==> src/rtl/reg_write_sched_pkg.sv <==
// Shared types for the register-stack write scheduler: FSM encoding,
// requester identifiers and register-index constants.
package reg_write_sched_pkg;

  typedef enum logic [1:0] {
    S_IDLE  = 2'd0,
    S_WRITE = 2'd1,
    S_DONE  = 2'd2,
    S_CLEAR = 2'd3
  } state_t;

  typedef enum logic {
    REQ_ALU = 1'b0,
    REQ_MEM = 1'b1
  } req_id_t;

  localparam logic [1:0] R0 = 2'd0;
  localparam logic [1:0] R1 = 2'd1;
  localparam logic [1:0] R2 = 2'd2;
  localparam logic [1:0] R3 = 2'd3;

endpackage

==> src/rtl/reg_rr_arb.sv <==
// Two-way round-robin arbiter between the ALU and memory-load requesters.
// The pointer moves to the other requester when a grant completes.
module reg_rr_arb
  import reg_write_sched_pkg::*;
(
  input  logic    clk,
  input  logic    rst_n,
  input  logic    alu_req,
  input  logic    mem_req,
  input  logic    done,
  input  req_id_t done_id,
  output logic    grant_valid,
  output req_id_t grant_id
);

  req_id_t ptr_q;

  always_ff @(posedge clk or negedge rst_n) begin
    if (!rst_n) begin
      ptr_q <= REQ_ALU;
    end else if (done) begin
      ptr_q <= (done_id == REQ_ALU) ? REQ_MEM : REQ_ALU;
    end
  end

  always_comb begin
    grant_valid = alu_req | mem_req;
    grant_id    = REQ_ALU;
    if (alu_req && mem_req) begin
      grant_id = ptr_q;
    end else if (mem_req) begin
      grant_id = REQ_MEM;
    end
  end

endmodule

==> src/rtl/reg_write_sched.sv <==
// Schedules register-stack writes from two requesters plus a four-register
// clear sequence. Handshake: req is held high until its one-cycle ack.
module reg_write_sched
  import reg_write_sched_pkg::*;
#(
  parameter logic [7:0] CLR_VALUE = 8'h00
) (
  input  logic       clk,
  input  logic       rst_n,
  input  logic       alu_req,
  input  logic [1:0] alu_sel,
  input  logic [7:0] alu_data,
  output logic       alu_ack,
  input  logic       mem_req,
  input  logic [1:0] mem_sel,
  input  logic [7:0] mem_data,
  output logic       mem_ack,
  input  logic       clr,
  output logic       LDPI,
  output logic       I9,
  output logic       I8,
  output logic [7:0] write_data,
  output logic       busy,
  output state_t     dbg_state
);

  state_t     state_q, state_d;
  req_id_t    winner_q;
  logic [1:0] sel_q;
  logic [7:0] data_q;
  logic [1:0] clr_cnt_q;
  logic       clr_pend_q;
  logic       grant_valid;
  req_id_t    grant_id;
  logic       enter_clear;
  logic       enter_write;

  reg_rr_arb u_arb (
    .clk         (clk),
    .rst_n       (rst_n),
    .alu_req     (alu_req),
    .mem_req     (mem_req),
    .done        (state_q == S_DONE),
    .done_id     (winner_q),
    .grant_valid (grant_valid),
    .grant_id    (grant_id)
  );

  always_comb begin
    state_d     = state_q;
    enter_clear = 1'b0;
    enter_write = 1'b0;
    case (state_q)
      S_IDLE: begin
        // A clear beats any write request; the request simply waits.
        if (clr || clr_pend_q) begin
          enter_clear = 1'b1;
          state_d     = S_CLEAR;
        end else if (grant_valid) begin
          enter_write = 1'b1;
          state_d     = S_WRITE;
        end
      end
      S_WRITE: state_d = S_DONE;
      S_DONE:  state_d = S_IDLE;
      S_CLEAR: if (clr_cnt_q == R3) state_d = S_IDLE;
      default: state_d = S_IDLE;
    endcase
  end

  always_ff @(posedge clk or negedge rst_n) begin
    if (!rst_n) begin
      state_q    <= S_IDLE;
      winner_q   <= REQ_ALU;
      sel_q      <= R0;
      data_q     <= 8'h00;
      clr_cnt_q  <= R0;
      clr_pend_q <= 1'b0;
    end else begin
      state_q <= state_d;
      if (enter_clear) begin
        clr_pend_q <= 1'b0;
        clr_cnt_q  <= R0;
        sel_q      <= R0;
        data_q     <= CLR_VALUE;
      end else if (enter_write) begin
        winner_q <= grant_id;
        sel_q    <= (grant_id == REQ_MEM) ? mem_sel : alu_sel;
        data_q   <= (grant_id == REQ_MEM) ? mem_data : alu_data;
      end
      // Clear requests arriving mid-write are remembered; during CLEAR they merge.
      if ((state_q == S_WRITE || state_q == S_DONE) && clr) begin
        clr_pend_q <= 1'b1;
      end
      if (state_q == S_CLEAR) begin
        if (clr_cnt_q == R3) begin
          clr_cnt_q <= R0;
        end else begin
          clr_cnt_q <= clr_cnt_q + 2'd1;
          sel_q     <= clr_cnt_q + 2'd1;
        end
      end
    end
  end

  assign LDPI       = (state_q == S_WRITE) || (state_q == S_CLEAR);
  assign alu_ack    = (state_q == S_DONE) && (winner_q == REQ_ALU);
  assign mem_ack    = (state_q == S_DONE) && (winner_q == REQ_MEM);
  assign busy       = (state_q != S_IDLE);
  assign I9         = sel_q[1];
  assign I8         = sel_q[0];
  assign write_data = data_q;
  assign dbg_state  = state_q;

endmodule

==> config.mk <==
export PLATFORM = sky130hd
export DESIGN_NAME = reg_write_sched
export DESIGN_NICKNAME = d
export VERILOG_FILES = /design/src/rtl/reg_write_sched_pkg.sv /design/src/rtl/reg_rr_arb.sv /design/src/rtl/reg_write_sched.sv
export SDC_FILE = /design/constraint.sdc
export NUM_CORES = 1
export LEC_CHECK = 0
export BUFFER_PORTS_ARGS = -buffer_cell sky130_fd_sc_hd__buf_2
export CORE_AREA = 2 2 49 51
export DETAILED_ROUTE_END_ITERATION = 8
export DIE_AREA = 0 0 51 53
export PLACE_DENSITY = 0.71
export SYNTH_ARGS = -nofsm -noshare
export SYNTH_HDL_FRONTEND = slang
export SYNTH_SLANG_ARGS = --single-unit
==> constraint.sdc <==
create_clock -name clk -period 1.7 [get_ports clk]
set_input_delay 0.51 -clock clk [delete_from_list [all_inputs] [get_ports clk]]
set_output_delay 0.51 -clock clk [all_outputs]
set_load 0.005 [all_outputs]
==> results.toml, run 1 <==
[logic_synthesis]
syn-instance-count = 88
yosys-top-cells-area = "dfrtp_1 (47%), mux2i_1 (11%), ha_1 (8.2%)"
netlist-cell-type-count = 23
netlist_area_sq_um = 913
ys_ff_latch = 17
synthesis.nets = 119
synth_top_area_share_pct = 46.6
avgSynthCellArea_sq_um = 10.4
synth_warnings = 0
synth_top_cell_by_area = "dfrtp_1"
seq_area_frac_synth_pct = 46.6

[routing]
first_iter_violations = 16
ant_nets = 0
drc = 0
post_drt_via_cell_ratio = 4.98
post_drt_wl_per_cell_um = 12.5
firstDrtPassIters = 4
vias = 816
totalWireLength_mm = 2.04

[setup_path]
rr_worst_depth = 5
arrival_ns = 1.32
crit_required_ns = 1.19
critical-path-max-stage-delay_ns = 0.48
cp-end-kind = "output port"
crit_chain = "ha_4 -> or2_4 -> buf_6"
crit_buf_inv = 1
cp_top_family = "flip-flops"
worstSetupPathType = "reg2out"
timing.rr.start = "dbg_state[0]"
crit_path_top_delay_cell = "dfrtp_2"
cp_max_fo = 6
startpoint_type = "flop"
startpoint = "dbg_state[0]"
cp.depth = 3

[cells_and_area]
final_nets = 168
syn_to_final_growth_pct = 42.6
drive_gt1_share_pct = 48.5
n_antenna_cell = 0
fin_area_sq_um = 1300

[timing]
tightest_slew_ns = 0.385
clock_skew_ns = 0.00843
setup_viol = 4
setup_ws_ns = -0.133
maxClockFrequency_mhz = 545
setup-tns-final_ns = -0.322
maxSlewHeadroom_pct = 74.3
finalHoldViolations = 0
fin_crit_sh_pct = 108
period_minus_slack_ns = 1.83
rsz0062_at_grt = "yes"
maxSlewViolCount = 0

[power]
pwr-share-clk_pct = 10.3
p_sw_share_pct = 38.8
power.internal_w = 0.00127
power_density_nw_per_um2 = 1590
combinationalPowerShare_pct = 53.5
vdd_drop_max_uv = 877
seqPwrFrac_pct = 36.2
leakage_nw = 0.687
p_switching_w = 0.000803

[clock_tree]
clk_latency_ns = 0.29
cts_num_sinks = 17
tritoncts = "yes"
cts.path.max_buffers = 2
htreeDepth = 1
clk_pin_slew_ns = 0.10
cts_made_buffers = 3
root_buffer = "clkbuf_4"

[run_status]
outcome = "finished, violations left"
failed_checks = "negative setup slack"

[placed_design]
port_buffers = 40
dp_slack_ns = 0.0849
globalplace.congestion = 0.734
dpl_cell_area_sq_um = 1170
dp_hpwl_mm = 1.54

[floorplan]
die_h_um = 53
dieArea_sq_um = 2700
core_sq_um = 2150
initial_core_util_pct = 42.5
dieWidth_um = 51
row_count = 17
top_level_ports = 41

[global_route]
antenna_found_initial = 0
grt_pass1_vias = 770
grt_pass1_wl_mm = 3.39
grt_overflow = 0
grt.total_usage_pct = 16.9
grt_max_degree = 18

[hold_path]
hp-class = "in2async"

[run]
max_cap_violations = 0
==> state kept, by name (all words and copies together), names as in the netlist <==
register / cells
clr_cnt_q: 2
clr_pend_q: 1
dbg_state: 2
sel_q: 2
u_arb.ptr_q: 1
winner_q: 1
write_data: 8
==> what timing repair did <==
item                                    in CTS  in global routing
setup buffers                                1                  1
endpoints found under the setup margin       4                  4
pin swaps                                    2                  4
hold buffers                                 0                  0
resized for setup                           14                  8
==> worst register-to-register path: stages (launching register included) <==
cell	delay, ns
dfrtp_2	0.48
ha_4	0.20
and2b_2	0.22
a31oi_1	0.30
o211ai_1	0.14
o21ai_0	0.11
==> synthesized netlist by cell type (all sizes together) <==
| master | instances |
|---|---|
| nand2b | 1 |
| nand2 | 13 |
| a21o | 1 |
| a31oi | 2 |
| clkbuf | 2 |
| and3 | 1 |
| o21ai | 15 |
| nand3b | 2 |
| ha | 6 |
| inv | 5 |
| a21oi | 1 |
| and2 | 1 |
| or2 | 1 |
| o31ai | 2 |
| a22o | 1 |
| o41ai | 1 |
| and2b | 1 |
| dfrtp | 17 |
| nor2 | 4 |
| o211ai | 1 |
| mux2i | 10 |
==> per-stage QoR <==
stage,instances,util (%),hold slack [ns],power (W)
floorplan,88,-,0.214,0.00124
global placement,158,54.6,0.456,0.00159
detailed placement,158,54.6,0.455,0.00163
CTS,163,58.7,0.132,0.00198
global route,164,60.6,0.150,0.00227
finish,164,60.6,0.124,0.00207
==> layout make-up <==
type	count	area, sq um
multi-input combinational	64	514
tap	28	35.0
sequential	17	428
clock inverter	1	5.00
timing repair buffer	46	274
clock buffer	3	22.5
inverter	5	23.8
fill	192	846
==> logic make-up after synthesis <==
family	count (synthesis)	synth area share, %
flip-flops	17	46.6
adder cells (fa/ha/maj)	6	8.22
AO/OA/AOI/OAI	24	17.9
AND/OR/NAND/NOR	24	12.3
multiplexers	10	11.0
buffers and inverters	7	3.97
==> final timing paths <==
| path | end | slack [ns] |
|---|---|---|
| worst max-delay path | LDPI | -0.13 |
| worst min register to register | write_data[1] | 0.49 |
| max in group asynchronous | dbg_state[1] | 1.28 |
| min in group clk | write_data[1] | 0.49 |
| worst min-delay path | clr_pend_q | 0.12 |
| worst max register to register | dbg_state[1] | 0.16 |
==> layout by cell type (no fill, tap or decap), drive strengths merged <==
| master | count |
|---|---|
| buf | 46 |
| dfrtp | 17 |
| o21ai | 15 |
| nand2 | 13 |
| mux2i | 10 |
| ha | 6 |
| inv | 5 |
| nor2 | 4 |
| clkbuf | 3 |
| nand3b | 2 |
| a31oi | 2 |
| o31ai | 2 |
| and2b | 1 |
| nand2b | 1 |
| o41ai | 1 |
| and3 | 1 |
| a21oi | 1 |
| or2 | 1 |
| and2 | 1 |
| o211ai | 1 |
| a22o | 1 |
| a21o | 1 |
| clkinv | 1 |
==> metal layers <==
layer	part of all wire, %	vias up	GRT usage [%]	wire [um]
li1	-	405	-	-
met1	43	376	21.7	887
met2	48	33	27.7	981
met3	7.8	2	4.24	160
met4	0.64	0	5.41	13
met5	0	-	0	0
==> power groups by stage <==
stage	registers [W]	logic (W)	clock network (W)
finish	0.000749	0.00111	0.000213
global route	0.000775	0.00126	0.000237
floorplan	0.000717	0.000523	0
detailed placement	0.000722	0.000906	0
global placement	0.000717	0.000876	0
CTS	0.000737	0.00102	0.000224
Power figures use the tool's default switching activity.
==> run 2: changes to the inputs <==
CORE_AREA = 3 3 50 52   (was 2 2 49 51)
DIE_AREA = 0 0 53 55   (was 0 0 51 53)
==> results.toml, run 2 (synthesis results as in run 1) <==
[setup_path]
startpoint_type = "flop"
critical-path-max-stage-delay_ns = 0.46
worstSetupPathType = "reg2out"
startpoint = "dbg_state[1]"
crit_required_ns = 1.19
cp_max_fo = 4
crit_buf_inv = 2
timing.rr.start = "dbg_state[1]"
cp_top_family = "flip-flops"
arrival_ns = 1.30
crit_path_top_delay_cell = "dfrtp_2"
cp-end-kind = "output port"
crit_chain = "inv_4 -> ha_4 -> or2_4 -> buf_6"

[clock_tree]
cts.path.max_buffers = 2
htreeDepth = 1
cts_made_buffers = 3
cts_num_sinks = 17
root_buffer = "clkbuf_4"
ctsHoldBuffers = 0
clk_pin_slew_ns = 0.09
tritoncts = "yes"
clk_latency_ns = 0.28

[power]
power_density_nw_per_um2 = 1570
p_switching_w = 0.000789
vdd_drop_max_uv = 941
p_sw_share_pct = 38.6
pwr-share-clk_pct = 10.2
seqPwrFrac_pct = 36.8
combinationalPowerShare_pct = 52.9
leakage_nw = 0.684
power.internal_w = 0.00125

[routing]
met3_length_um = 194
drc = 0
post_drt_via_cell_ratio = 4.86
routedLengthMet1_um = 844
vias = 802
route.met2.wl_um = 931
totalWireLength_mm = 1.98
firstDrtPassIters = 4
post_drt_wl_per_cell_um = 12.0
first_iter_violations = 11
ant_nets = 0
top_layer_used = "met4"

[run_status]
failed_checks = "negative setup slack"
outcome = "finished, violations left"

[floorplan]
top_level_ports = 41
die_h_um = 55
dieArea_sq_um = 2920
dieWidth_um = 53
initial_core_util_pct = 42.5
row_count = 17
core_sq_um = 2150

[placed_design]
dp_slack_ns = 0.0902
dp_hpwl_mm = 1.53
globalplace.congestion = 0.703
port_buffers = 40
place_inst = 157

[cells_and_area]
drive_gt1_share_pct = 48.9
n_fill_cell = 184
final_nets = 169
n_antenna_cell = 0
syn_to_final_growth_pct = 42.1
final_common_cell = "buf_2"
stdcell_count = 165
final_cell_mix = "buf_2 (39), dfrtp_1 (15), o21ai_0 (14), nand2_1 (13), mux2i_1 (10)"
largest_reg_flops = 8

[timing]
maxSlewViolCount = 0
fin_crit_sh_pct = 106
setup_viol = 4
maxClockFrequency_mhz = 553
clock_skew_ns = 0.00529
rsz0062_at_grt = "yes"
setup_ws_ns = -0.109
tightest_slew_ns = 0.378
period_minus_slack_ns = 1.81
maxSlewHeadroom_pct = 74.8
finalHoldViolations = 0

[global_route]
antenna_found_initial = 0
grt_overflow = 0
grt.total_usage_pct = 15.6
grt_max_degree = 18
grt_pass1_vias = 776
grt_pass1_wl_mm = 3.28

[run]
max_cap_violations = 0

[hold_path]
hp-class = "in2async"
## run 2: area by class of cell
class / instances / area (sq um) / share of cell area (%)
timing repair buffer: 47 / 272 / 20.9
sequential: 17 / 428 / 33.0
inverter: 5 / 23.8 / 1.83
tap: 28 / 35.0 / 2.70
multi-input combinational: 64 / 513 / 39.5
clock buffer: 4 / 26.3 / 2.03
## run 2: path summary, 6_finish.rpt
path / cells after the start / slack [ns] / end
setup / recovery: 4 / -0.11 / LDPI
hold / removal: 1 / 0.13 / clr_cnt_q[1]
setup reg to reg: 6 / 0.13 / dbg_state[1]
hold reg to reg: 2 / 0.49 / write_data[1]
max in group asynchronous: 1 / 1.27 / dbg_state[1]
min in group clk: 2 / 0.49 / write_data[1]
## run 2: power by group through the flow
| stage | registers (W) | clock network [W] | logic, W |
|---|---|---|---|
| after floorplan | 0.000717 | 0 | 0.000523 |
| after global placement | 0.000717 | 0 | 0.000869 |
| after detailed placement | 0.000718 | 0 | 0.000905 |
| after CTS | 0.000737 | 0.000224 | 0.000993 |
| after global routing | 0.000784 | 0.000240 | 0.00122 |
| final | 0.000752 | 0.000209 | 0.00108 |
## run 2: stage by stage
| stage | hold WS, ns | power (W) | util (%) | area [sq um] | TNS, ns |
|---|---|---|---|---|---|
| floorplan | 0.214 | 0.00124 | - | 913 | 0 |
| global placement | 0.454 | 0.00159 | 54.3 | 1170 | 0 |
| detailed placement | 0.448 | 0.00162 | 54.3 | 1170 | 0 |
| CTS | 0.124 | 0.00195 | 57.7 | 1240 | -0.465 |
| global route | 0.133 | 0.00224 | 60.4 | 1300 | -0.537 |
| finish | 0.127 | 0.00204 | 60.4 | 1300 | -0.212 |
## run 2: what timing repair did
action	in CTS	in global routing
buffers inserted	1	3
pin swaps	1	3
gates cloned	0	0
endpoints found under the setup margin	4	4
resized for setup	11	9
## run 2: metal layers
metal | vias to the layer above | track usage, %
met3 | 2 | 3.49
met4 | 0 | 7.66
met5 | - | 0
met1 | 355 | 19.3
li1 | 411 | -
met2 | 34 | 25.6
